## config.mk

```make
export PLATFORM = sky130hd
export DESIGN_NAME = nibble_serial_addsub
export DESIGN_NICKNAME = d
export VERILOG_FILES = /design/src/rtl/nibble_serial_addsub_pkg.sv /design/src/rtl/nibble_serial_addsub_adder_4bit.sv /design/src/rtl/nibble_serial_addsub.sv
export SDC_FILE = /design/constraint.sdc
export NUM_CORES = 1
export LEC_CHECK = 0
export CORE_MARGIN = 2
export CORE_UTILIZATION = 53
export CTS_BUF_LIST = sky130_fd_sc_hd__clkbuf_8
export CTS_CLUSTER_SIZE = 16
export DETAILED_ROUTE_END_ITERATION = 7
export PLACE_DENSITY = 0.82
export SYNTH_ARGS = -nofsm -noshare
export SYNTH_HDL_FRONTEND = slang
export SYNTH_HIERARCHICAL = 1
export SYNTH_SLANG_ARGS = --single-unit
```

## constraint.sdc

```tcl
create_clock -name i_clk -period 3.8 [get_ports i_clk]
set_clock_uncertainty 0.15 [all_clocks]
set_input_delay 0.76 -clock i_clk [delete_from_list [all_inputs] [get_ports i_clk]]
set_output_delay 0.76 -clock i_clk [all_outputs]
set_load 0.05 [all_outputs]
```

## src/rtl/nibble_serial_addsub_pkg.sv

```systemverilog
// Shared constants and types for the nibble-serial add/subtract unit.
// The controller sequences one 4-bit adder across all nibbles of the operands.
package nibble_serial_addsub_pkg;

  localparam int NIBBLE_W = 4;

  typedef enum logic [1:0] {
    ST_IDLE = 2'd0,
    ST_RUN  = 2'd1,
    ST_DONE = 2'd2
  } state_t;

  // Index width for a given nibble count; at least one bit even for tiny counts.
  function automatic int idx_width(input int nibbles);
    return (nibbles > 1) ? $clog2(nibbles) : 1;
  endfunction

endpackage

```

## src/rtl/nibble_serial_addsub_adder_4bit.sv

```systemverilog
// Plain 4-bit ripple adder with carry in/out; the single shared datapath
// element that the serial controller reuses on every nibble cycle.
module adder_4bit (
  input  logic [3:0] a,
  input  logic [3:0] b,
  input  logic       cin,
  output logic [3:0] sum,
  output logic       cout
);

  logic [4:0] total;

  assign total = {1'b0, a} + {1'b0, b} + {4'b0000, cin};
  assign sum   = total[3:0];
  assign cout  = total[4];

endmodule

```

## src/rtl/nibble_serial_addsub.sv

```systemverilog
// Multi-cycle wide add/subtract: latches operands, then feeds one nibble per
// cycle (LSB first) through a shared 4-bit adder, threading the carry between nibbles.
module nibble_serial_addsub
  import nibble_serial_addsub_pkg::*;
#(
  parameter int NIBBLES = 4
) (
  input  logic                    i_clk,
  input  logic                    i_rst,
  input  logic                    i_start,
  input  logic                    i_sub,
  input  logic [4*NIBBLES-1:0]    i_a,
  input  logic [4*NIBBLES-1:0]    i_b,
  output logic                    o_busy,
  output logic                    o_done,
  output logic [4*NIBBLES-1:0]    o_result,
  output logic                    o_cout,
  output logic                    o_ovf
);

  localparam int W     = NIBBLE_W * NIBBLES;
  localparam int IDX_W = idx_width(NIBBLES);
  localparam logic [IDX_W-1:0] LAST_IDX = IDX_W'(NIBBLES - 1);

  state_t             state;
  logic [W-1:0]       a_reg;
  logic [W-1:0]       b_reg;
  logic               carry;
  logic [IDX_W-1:0]   idx;

  logic [NIBBLE_W-1:0] nib_a;
  logic [NIBBLE_W-1:0] nib_b;
  logic [NIBBLE_W-1:0] nib_sum;
  logic                nib_cout;

  assign nib_a = a_reg[NIBBLE_W*int'(idx) +: NIBBLE_W];
  assign nib_b = b_reg[NIBBLE_W*int'(idx) +: NIBBLE_W];

  adder_4bit u_adder (
    .a    (nib_a),
    .b    (nib_b),
    .cin  (carry),
    .sum  (nib_sum),
    .cout (nib_cout)
  );

  // Subtraction is A + ~B + 1: B is inverted at capture and the +1 enters as the initial carry.
  always_ff @(posedge i_clk) begin
    if (i_rst) begin
      state    <= ST_IDLE;
      a_reg    <= '0;
      b_reg    <= '0;
      carry    <= 1'b0;
      idx      <= '0;
      o_busy   <= 1'b0;
      o_done   <= 1'b0;
      o_result <= '0;
      o_cout   <= 1'b0;
      o_ovf    <= 1'b0;
    end else begin
      case (state)
        ST_IDLE: begin
          o_done <= 1'b0;
          if (i_start) begin
            a_reg    <= i_a;
            b_reg    <= i_sub ? ~i_b : i_b;
            carry    <= i_sub;
            idx      <= '0;
            o_result <= '0;
            o_cout   <= 1'b0;
            o_ovf    <= 1'b0;
            o_busy   <= 1'b1;
            state    <= ST_RUN;
          end
        end

        ST_RUN: begin
          o_result[NIBBLE_W*int'(idx) +: NIBBLE_W] <= nib_sum;
          carry <= nib_cout;
          if (idx == LAST_IDX) begin
            // Overflow compares against the inverted B so one rule covers add and subtract.
            o_cout <= nib_cout;
            o_ovf  <= (a_reg[W-1] == b_reg[W-1]) && (nib_sum[NIBBLE_W-1] != a_reg[W-1]);
            idx    <= '0;
            o_busy <= 1'b0;
            o_done <= 1'b1;
            state  <= ST_DONE;
          end else begin
            idx <= idx + 1'b1;
          end
        end

        ST_DONE: begin
          o_done <= 1'b0;
          state  <= ST_IDLE;
        end

        default: begin
          o_busy <= 1'b0;
          o_done <= 1'b0;
          state  <= ST_IDLE;
        end
      endcase
    end
  end

endmodule

```

==> results of run 1 <==
-- cell usage after synthesis (2+ instances only) --
| library cell | n |
|---|---|
| dfxtp_1 | 57 |
| buf_2 | 8 |
| a21oi_2 | 4 |
| nor3_1 | 4 |
| nand2b_1 | 3 |
| nand3b_1 | 3 |
| mux2_4 | 3 |
| buf_4 | 6 |
| mux4_2 | 8 |
| xnor2_1 | 18 |
| nor2_1 | 23 |
| nor2b_1 | 7 |
| a22o_1 | 16 |
| clkbuf_1 | 4 |
| fa_1 | 2 |
| o21bai_1 | 2 |
| nand3_1 | 3 |
| inv_1 | 9 |
| a211oi_1 | 16 |
| a21oi_1 | 22 |
| nand2_1 | 33 |
| ha_1 | 9 |
-- kinds of logic after synthesis --
group,after synthesis
flip-flops,57
adder cells (fa/ha/maj),11
multiplexers,13
AND/OR/NAND/NOR,82
buffers and inverters,28
XOR/XNOR,18
AO/OA/AOI/OAI,66
-- power by group through the flow --
stage | clock [mW] | combinational (mW) | sequential (mW)
5_1_grt | 0.565 | 0.249 | 0.658
4_1_cts | 0.542 | 0.227 | 0.655
3_3_place_gp | 0 | 0.219 | 0.667
3_5_place_dp | 0 | 0.225 | 0.667
2_1_floorplan | 0 | 0.153 | 0.667
6_report | 0.537 | 0.225 | 0.655
-- per-layer routing --
metal	part of all wire [%]	track usage, %	wire (microns)	vias to the layer above
li1	-	-	-	1072
met1	45	28.8	2530	1006
met2	48	34.1	2690	64
met3	5.4	4.63	305	13
met4	2.2	12.1	127	0
met5	0	0	0	-
-- final timing paths --
| path | from | endpoint | slack (ns) | cells past startpoint |
|---|---|---|---|---|
| setup reg to reg | idx[0] | o_result[5] | 0.86 | 7 |
| hold / removal | a_reg[11] | a_reg[11] | 0.30 | 2 |
| setup / recovery | idx[0] | o_result[5] | 0.86 | 7 |
| hold reg to reg | a_reg[11] | a_reg[11] | 0.30 | 2 |
-- layout make-up --
type                    count  share of cell area, %
clock buffers              10                   3.99
clock inverters             6                   1.49
inverters                   9                  0.979
multi-input cells         190                   41.2
flip-flops and latches     57                   33.1
well taps                  67                   2.43
repair buffers             59                   16.8
-- metrics by stage --
| step | power, mW | util (%) | std cells | instance area [sq um] |
|---|---|---|---|---|
| after floorplan | 0.820 | - | 275 | 2700 |
| after detailed placement | 0.893 | 67.7 | 382 | 3260 |
| after global routing | 1.47 | 71.6 | 398 | 3450 |
| final | 1.42 | 71.6 | 398 | 3450 |
| after CTS | 1.42 | 71.6 | 398 | 3450 |
| after global placement | 0.886 | 67.7 | 382 | 3260 |
-- critical path, stage by stage, from the launching register on --
cell     delay, ns
dfxtp_1       0.62
mux4_2        0.59
fa_1          0.47
inv_1         0.09
fa_1          0.41
inv_1         0.06
nor2b_1       0.29
a22o_1        0.20
==> impl_metrics.toml, run 1 <==
[grt]
antenna_found_initial = 0
grt_overflow = 0
grt_start_max_net_pins = 49
grtUsageTotal_pct = 22.0
first_global_vias = 1987
grt_pass1_wl_microns = 9280

[logic_synthesis]
synth_top_cell_area_share_pct = 42.2
synth_area_sq_um = 2700
synth-xor-area-share_pct = 5.83
synth_cell_type_count = 37
synth-main-ff-cell = "dfxtp_1"
synth_compound_area_share_pct = 17.3
syn_avg_cell_area_sq_um = 9.83
yosysTopAreaCell = "dfxtp_1"
ys_seq_elements = 57
synthSimpleGateAreaFrac_pct = 14.5
synth.area.mux_share_pct = 9.12
syn_nets = 322
seq_area_frac_synth_pct = 42.2
async_flop_share_pct = 0
synthAdderAreaFrac_pct = 5.65
synth_top_family_by_area = "compound AO/OA/AOI/OAI gates"
synthCells = 275
synthTopCellsByArea = "dfxtp_1 42%, mux4_2 6.7%, xnor2_1 5.8%"
ys_warn_count = 6
synth_edf_count = 0

[power]
p_leak_nw = 1.29
p_seq_share_pct = 46.2
intPower_mw = 1.06
clkPwrFrac_pct = 37.9
swShare_pct = 25.5
combPwrFrac_pct = 15.9
irDropWorstVdd_v = 0.000238
power_switching_mw = 0.361
p_per_area_nw_per_um2 = 411

[timing]
relSlewSlack_pct = 44.2
fin_tns_setup_ns = 0
finalHoldViolCount = 0
timing.final.crit_share_pct = 77.3
clock.fmax_mhz = 341
hold_slack_ns = 0.304
drv_slew = 0
setup_ws_ns = 0.864
rsz0062_at_grt = "no"
setup-violations-final = 0
worstMarginPinSlew_ns = 0.834
fin_crit_ns = 2.94

[finish]
area_growth_pct = 27.7
n_fill_cell = 379
layout_commonest_cell = "dfxtp_1"
multi_input_area_sq_um = 1420
drive_above_1_share_pct = 10.9
mostFrequentLayoutCells = "57 x dfxtp_1, 55 x clkdlybuf4s50_1, 33 x nand2_1"
nNetsFinal = 373
antenna_cells = 0
regArea_sq_um = 1140

[clock_network]
clkTransAtPathRegs_ns = 0.06
cts-htree-levels = 3
cts_sinks = 57
clock_path_buffers = 2
post_cts_buffers = 0
clkLatencyLatePin_ns = 0.33
cts_resized = 0
cts_hold_buf = 0
cts_root_buf = "clkbuf_8"
cts_buffers = 9
cts_tree = "done"

[drt]
drt_first_pass_iters = 4
vias_per_cell = 5.41
ant_nets = 0
vias = 2155
initialDrtViolationCount = 142
postRouteWirelength_microns = 5650
wl_per_cell_microns = 14.2
drc_errors = 0

[setup_path]
end_kind = "flop"
start_kind = "flop"
cp_max_fo = 12
cp.required_ns = 3.92
critPathArrivalTime_ns = 3.06
worst-setup-path-type = "reg2reg"

[placement]
portBuffers = 55
dp_hpwl_microns = 4200
place_congestion = 0.801
dp_worst_setup_slack_ns = 0.867

[outcome]
status = "completed"

[floorplan]
fp.dieH_microns = 75.4
initial_utilization_pct = 56.1
ios = 56
die_area_sq_um = 5690
die_x_microns = 75.4
fp-row-count = 25
core_sq_um = 4820

[run]
maxCapViolCount = 0

[min_path]
hold_class = "reg2reg"
No activity file was read; power rests on OpenSTA's default activity.
==> inputs of run 2 (changes only) <==
==> constraint.sdc (replaced) <==
create_clock -name i_clk -period 2.8 [get_ports i_clk]
set_clock_uncertainty 0.15 [all_clocks]
set_input_delay 0.56 -clock i_clk [delete_from_list [all_inputs] [get_ports i_clk]]
set_output_delay 0.56 -clock i_clk [all_outputs]
set_load 0.05 [all_outputs]
==> impl_metrics.toml, run 2 (synthesis results as in run 1) <==
[drt]
wl_met2_microns = 2870
drc_errors = 0
drt_first_pass_iters = 4
m1WireLength_microns = 2630
vias_per_cell = 5.36
wl_per_cell_microns = 14.8
initialDrtViolationCount = 120
wl_met3_microns = 370
postRouteWirelength_microns = 5920
top_layer = "met4"
vias = 2150
ant_nets = 0

[setup_path]
end_kind = "flop"
cpLargestDelayFamily = "adder cells"
cp.required_ns = 2.93
cp_cell_sequence = "mux4_2 > fa_1 > inv_1 > fa_1 > xnor2_1 > nor2b_1 > a22o_1"
crit_buf_inv = 1
slowest_stage = "mux4_2"
cp_max_fo = 4
crit_top_cell = "fa_1"
worstRegToRegCells = 7
start_kind = "flop"
worst-setup-path-type = "reg2reg"
cp.depth = 7
cpPeakStageDelay_ns = 0.55
critPathArrivalTime_ns = 2.74

[floorplan]
initial_utilization_pct = 56.1
fp-row-count = 25
fp.dieH_microns = 75.4
die_x_microns = 75.4
core_sq_um = 4820
ios = 56
die_area_sq_um = 5690

[placement]
dp_hpwl_microns = 4450
dp_worst_setup_slack_ns = 0.109
portBuffers = 55
dp.cells = 386
place_congestion = 0.840

[timing]
finalHoldViolCount = 0
fin_tns_setup_ns = 0
worstMarginPinSlew_ns = 0.739
setup_ws_ns = 0.190
setup-violations-final = 0
relSlewSlack_pct = 50.6
timing.final.crit_share_pct = 93.2
clock.fmax_mhz = 383
hold_slack_ns = 0.302
rsz0062_at_grt = "no"
fin_crit_ns = 2.61
drv_slew = 0

[grt]
grtUsageTotal_pct = 23.4
grt_start_max_net_pins = 49
grt_overflow = 0
first_global_vias = 2078
antenna_found_initial = 0
grt_pass1_wl_microns = 9810

[min_path]
holdPathStages = 2
hold_class = "reg2reg"

[clock_network]
cts_hold_buf = 0
cts-htree-levels = 3
clock_path_buffers = 2
cts_sinks = 57
clkLatencyLatePin_ns = 0.33
cts_tree = "done"
post_cts_buffers = 0
clkTransAtPathRegs_ns = 0.06
cts_root_buf = "clkbuf_8"
cts_buffers = 9

[finish]
layout_commonest_cell = "dfxtp_1"
stdcell_count = 401
nNetsFinal = 377
mostFrequentLayoutCells = "57 x dfxtp_1, 55 x clkdlybuf4s50_1, 33 x nand2_1"
n_fill_cell = 388
area_growth_pct = 29.9
antenna_cells = 0
drive_above_1_share_pct = 12.9
final_core_util_pct = 72.9

[run]
maxCapViolCount = 0

[power]
p_leak_nw = 1.32
p_seq_share_pct = 45.1
clkPwrFrac_pct = 38.4
power_switching_mw = 0.493
swShare_pct = 25.1
irDropWorstVdd_v = 0.000272
combPwrFrac_pct = 16.5
intPower_mw = 1.47
p_per_area_nw_per_um2 = 559

[outcome]
status = "completed"
-- run 2: cell types whose count changed in the layout (fill, tap and decap cells not counted) --
cell      previous run  this run
nor2b_2              0         1
clkbuf_8            10        11
nor2b_1              7         5
inv_1               12        10
buf_12               0         1
buf_4                4         7
nor2b_4              0         1
-- run 2: layout make-up --
type / count / area (sq um) / share of cell area (%)
well taps: 67 / 83.8 / 2.39
clock inverters: 4 / 43.8 / 1.25
repair buffers: 63 / 623 / 17.8
multi-input cells: 190 / 1430 / 40.8
flip-flops and latches: 57 / 1140 / 32.5
clock buffers: 11 / 151 / 4.31
inverters: 9 / 33.8 / 0.963
-- run 2: final timing paths --
path	from	to	slack, ns
setup / recovery	idx[0]	o_result[2]	0.19
hold reg to reg	a_reg[11]	a_reg[11]	0.30
setup reg to reg	idx[0]	o_result[2]	0.19
hold / removal	a_reg[11]	a_reg[11]	0.30
-- run 2: metal layers --
layer	GRT usage (%)	vias up
li1	-	1073
met1	30.3	1005
met2	36.9	68
met3	5.42	4
met4	11.5	0
met5	0	-
-- run 2: power by group through the flow --
stage / Clock, mW / Combinational, mW / Sequential, mW
floorplan: 0 / 0.208 / 0.905
global placement: 0 / 0.309 / 0.902
detailed placement: 0 / 0.320 / 0.903
CTS: 0.768 / 0.321 / 0.885
global route: 0.797 / 0.357 / 0.889
finish: 0.753 / 0.324 / 0.885
-- run 2: worst min-delay path, stage by stage, from the launching register on --
cell	delay, ns
dfxtp_1	0.31
nand2_1	0.05
a21oi_1	0.05
-- run 2: repair_timing --
item / in CTS / in global routing
hold endpoints to repair: 0 / 0
setup endpoints to repair: 0 / 6
resized for setup: 0 / 3
-- run 2: stage by stage --
stage	area, sq um	power, mW
floorplan	2700	1.11
global placement	3300	1.21
detailed placement	3300	1.22
CTS	3500	1.97
global route	3510	2.04
finish	3510	1.96
==> inputs of run 3 (changes only) <==
--- a/config.mk
+++ b/config.mk
@@ -5,12 +5,14 @@
 export SDC_FILE = /design/constraint.sdc
 export NUM_CORES = 1
 export LEC_CHECK = 0
+export CELL_PAD_IN_SITES_DETAIL_PLACEMENT = 1
+export CELL_PAD_IN_SITES_GLOBAL_PLACEMENT = 1
 export CORE_MARGIN = 2
-export CORE_UTILIZATION = 53
+export CORE_UTILIZATION = 40
 export CTS_BUF_LIST = sky130_fd_sc_hd__clkbuf_8
 export CTS_CLUSTER_SIZE = 16
 export DETAILED_ROUTE_END_ITERATION = 7
-export PLACE_DENSITY = 0.82
+export PLACE_DENSITY_LB_ADDON = 0.1
 export SYNTH_ARGS = -nofsm -noshare
 export SYNTH_HDL_FRONTEND = slang
 export SYNTH_HIERARCHICAL = 1
==> impl_metrics.toml, run 3 (synthesis results as in run 1) <==
[setup_path]
worstRegToRegCells = 7
worst-setup-path-type = "reg2reg"
cp_max_fo = 4
cp.required_ns = 2.92
end_kind = "flop"
rr_endpoint = "o_result[1]"
critPathArrivalTime_ns = 2.79
start_kind = "flop"
timing.rr.start = "idx[0]"
reg2reg_slack_ns = 0.13

[finish]
n_fill_cell = 735
mostFrequentLayoutCells = "57 x dfxtp_1, 54 x clkdlybuf4s50_1, 33 x nand2_1"
regArea_sq_um = 1140
stdcell_count = 411
nNetsFinal = 377
drive_above_1_share_pct = 12.9
final_core_util_pct = 54.3
multi_input_area_sq_um = 1430
layout_commonest_cell = "dfxtp_1"
antenna_cells = 0
area_growth_pct = 29.9

[grt]
grt_start_max_net_pins = 49
grt_pass1_wl_microns = 10600
first_global_vias = 2133
antenna_found_initial = 0
grtUsageTotal_pct = 18.4
grt_overflow = 0

[clock_network]
cts_buffers = 9
clkLatencyLatePin_ns = 0.33
post_cts_buffers = 0
cts-htree-levels = 3
clkTransAtPathRegs_ns = 0.06
cts_tree = "done"
cts_sinks = 57
cts_root_buf = "clkbuf_8"
clock_path_buffers = 2

[timing]
timing.final.crit_share_pct = 95.4
fin_crit_ns = 2.67
setup_ws_ns = 0.129
rsz0062_at_grt = "no"
relSlewSlack_pct = 55.9
finalHoldViolCount = 0
drv_slew = 0
setup-violations-final = 0
clock.fmax_mhz = 374
worstMarginPinSlew_ns = 0.661
fin_tns_setup_ns = 0

[power]
p_seq_share_pct = 45.1
clkPwrFrac_pct = 38.6
power_switching_mw = 0.501
power_mw = 1.97
swShare_pct = 25.5
intPower_mw = 1.47
p_leak_nw = 1.31
combPwrFrac_pct = 16.3
p_per_area_nw_per_um2 = 560
irDropWorstVdd_v = 0.000209

[drt]
vias = 2152
vias_per_cell = 5.24
drt_first_pass_iters = 4
wl_per_cell_microns = 15.5
drc_errors = 0
initialDrtViolationCount = 71
ant_nets = 0
postRouteWirelength_microns = 6360

[min_path]
hold_start = "a_reg[2]"
holdPathStages = 2
hold_class = "reg2reg"
hold_path_end = "a_reg[2]"

[placement]
place_congestion = 0.821
dp_worst_setup_slack_ns = 0.104
dp_hpwl_microns = 4840
dp.cells = 396
portBuffers = 55

[floorplan]
fp-row-count = 29
die_x_microns = 86.2
ios = 56
core_sq_um = 6460
initial_utilization_pct = 41.8
die_area_sq_um = 7430
fp.dieH_microns = 86.2

[outcome]
status = "completed"

[run]
maxCapViolCount = 0
run 3: layer usage:
layer,vias to the layer above,GRT usage (%),share of wire [%]
li1,1069,-,-
met1,1016,24.0,47
met2,58,30.0,47
met3,9,4.67,5.3
met4,0,5.97,1.3
met5,-,0,0
run 3: worst max-delay path by stage:
stage          startpoint           to  slack [ns]  cells after the start
2_1_floorplan      idx[0]  o_result[7]        0.03                      8
3_3_place_gp       idx[0]  o_result[5]        0.21                      7
3_5_place_dp       idx[0]  o_result[1]        0.10                      7
4_1_cts            idx[0]  o_result[3]        0.09                      8
5_1_grt            idx[0]  o_result[1]        0.01                      7
6_report           idx[0]  o_result[1]        0.13                      7
run 3: per-stage QoR:
step / hold slack, ns / cell area [sq um]
after global placement: 0.294 / 3310
after floorplan: 0.283 / 2700
after global routing: 0.330 / 3510
after CTS: 0.311 / 3510
after detailed placement: 0.302 / 3310
final: 0.306 / 3510
run 3: area by class of cell:
class | instances | area share, %
clock inverters | 4 | 1.25
multi-input cells | 190 | 40.6
well taps | 77 | 2.75
clock buffers | 11 | 4.31
repair buffers | 63 | 17.6
flip-flops and latches | 57 | 32.5
inverters | 9 | 0.963
run 3: power groups by stage:
stage	Combinational, mW	Clock, mW	Sequential (mW)
6_report	0.320	0.759	0.886
5_1_grt	0.355	0.819	0.890
4_1_cts	0.325	0.779	0.886
3_5_place_dp	0.324	0	0.904
3_3_place_gp	0.315	0	0.904
2_1_floorplan	0.208	0	0.905
run 3: worst max-delay path, cell delays in order, from the launching register on:
cell and delay (ns):
dfxtp_1 0.42, mux4_2 0.55, fa_1 0.45, inv_1 0.08
fa_1 0.40, inv_1 0.05, nor2b_1 0.30, a22o_1 0.21
run 3: timing repair:
| action | CTS | global route |
|---|---|---|
| resized for setup | 0 | 1 |
| hold buffers | 0 | 0 |
| endpoints found under the setup margin | 0 | 4 |
| hold endpoints to repair | 0 | 0 |
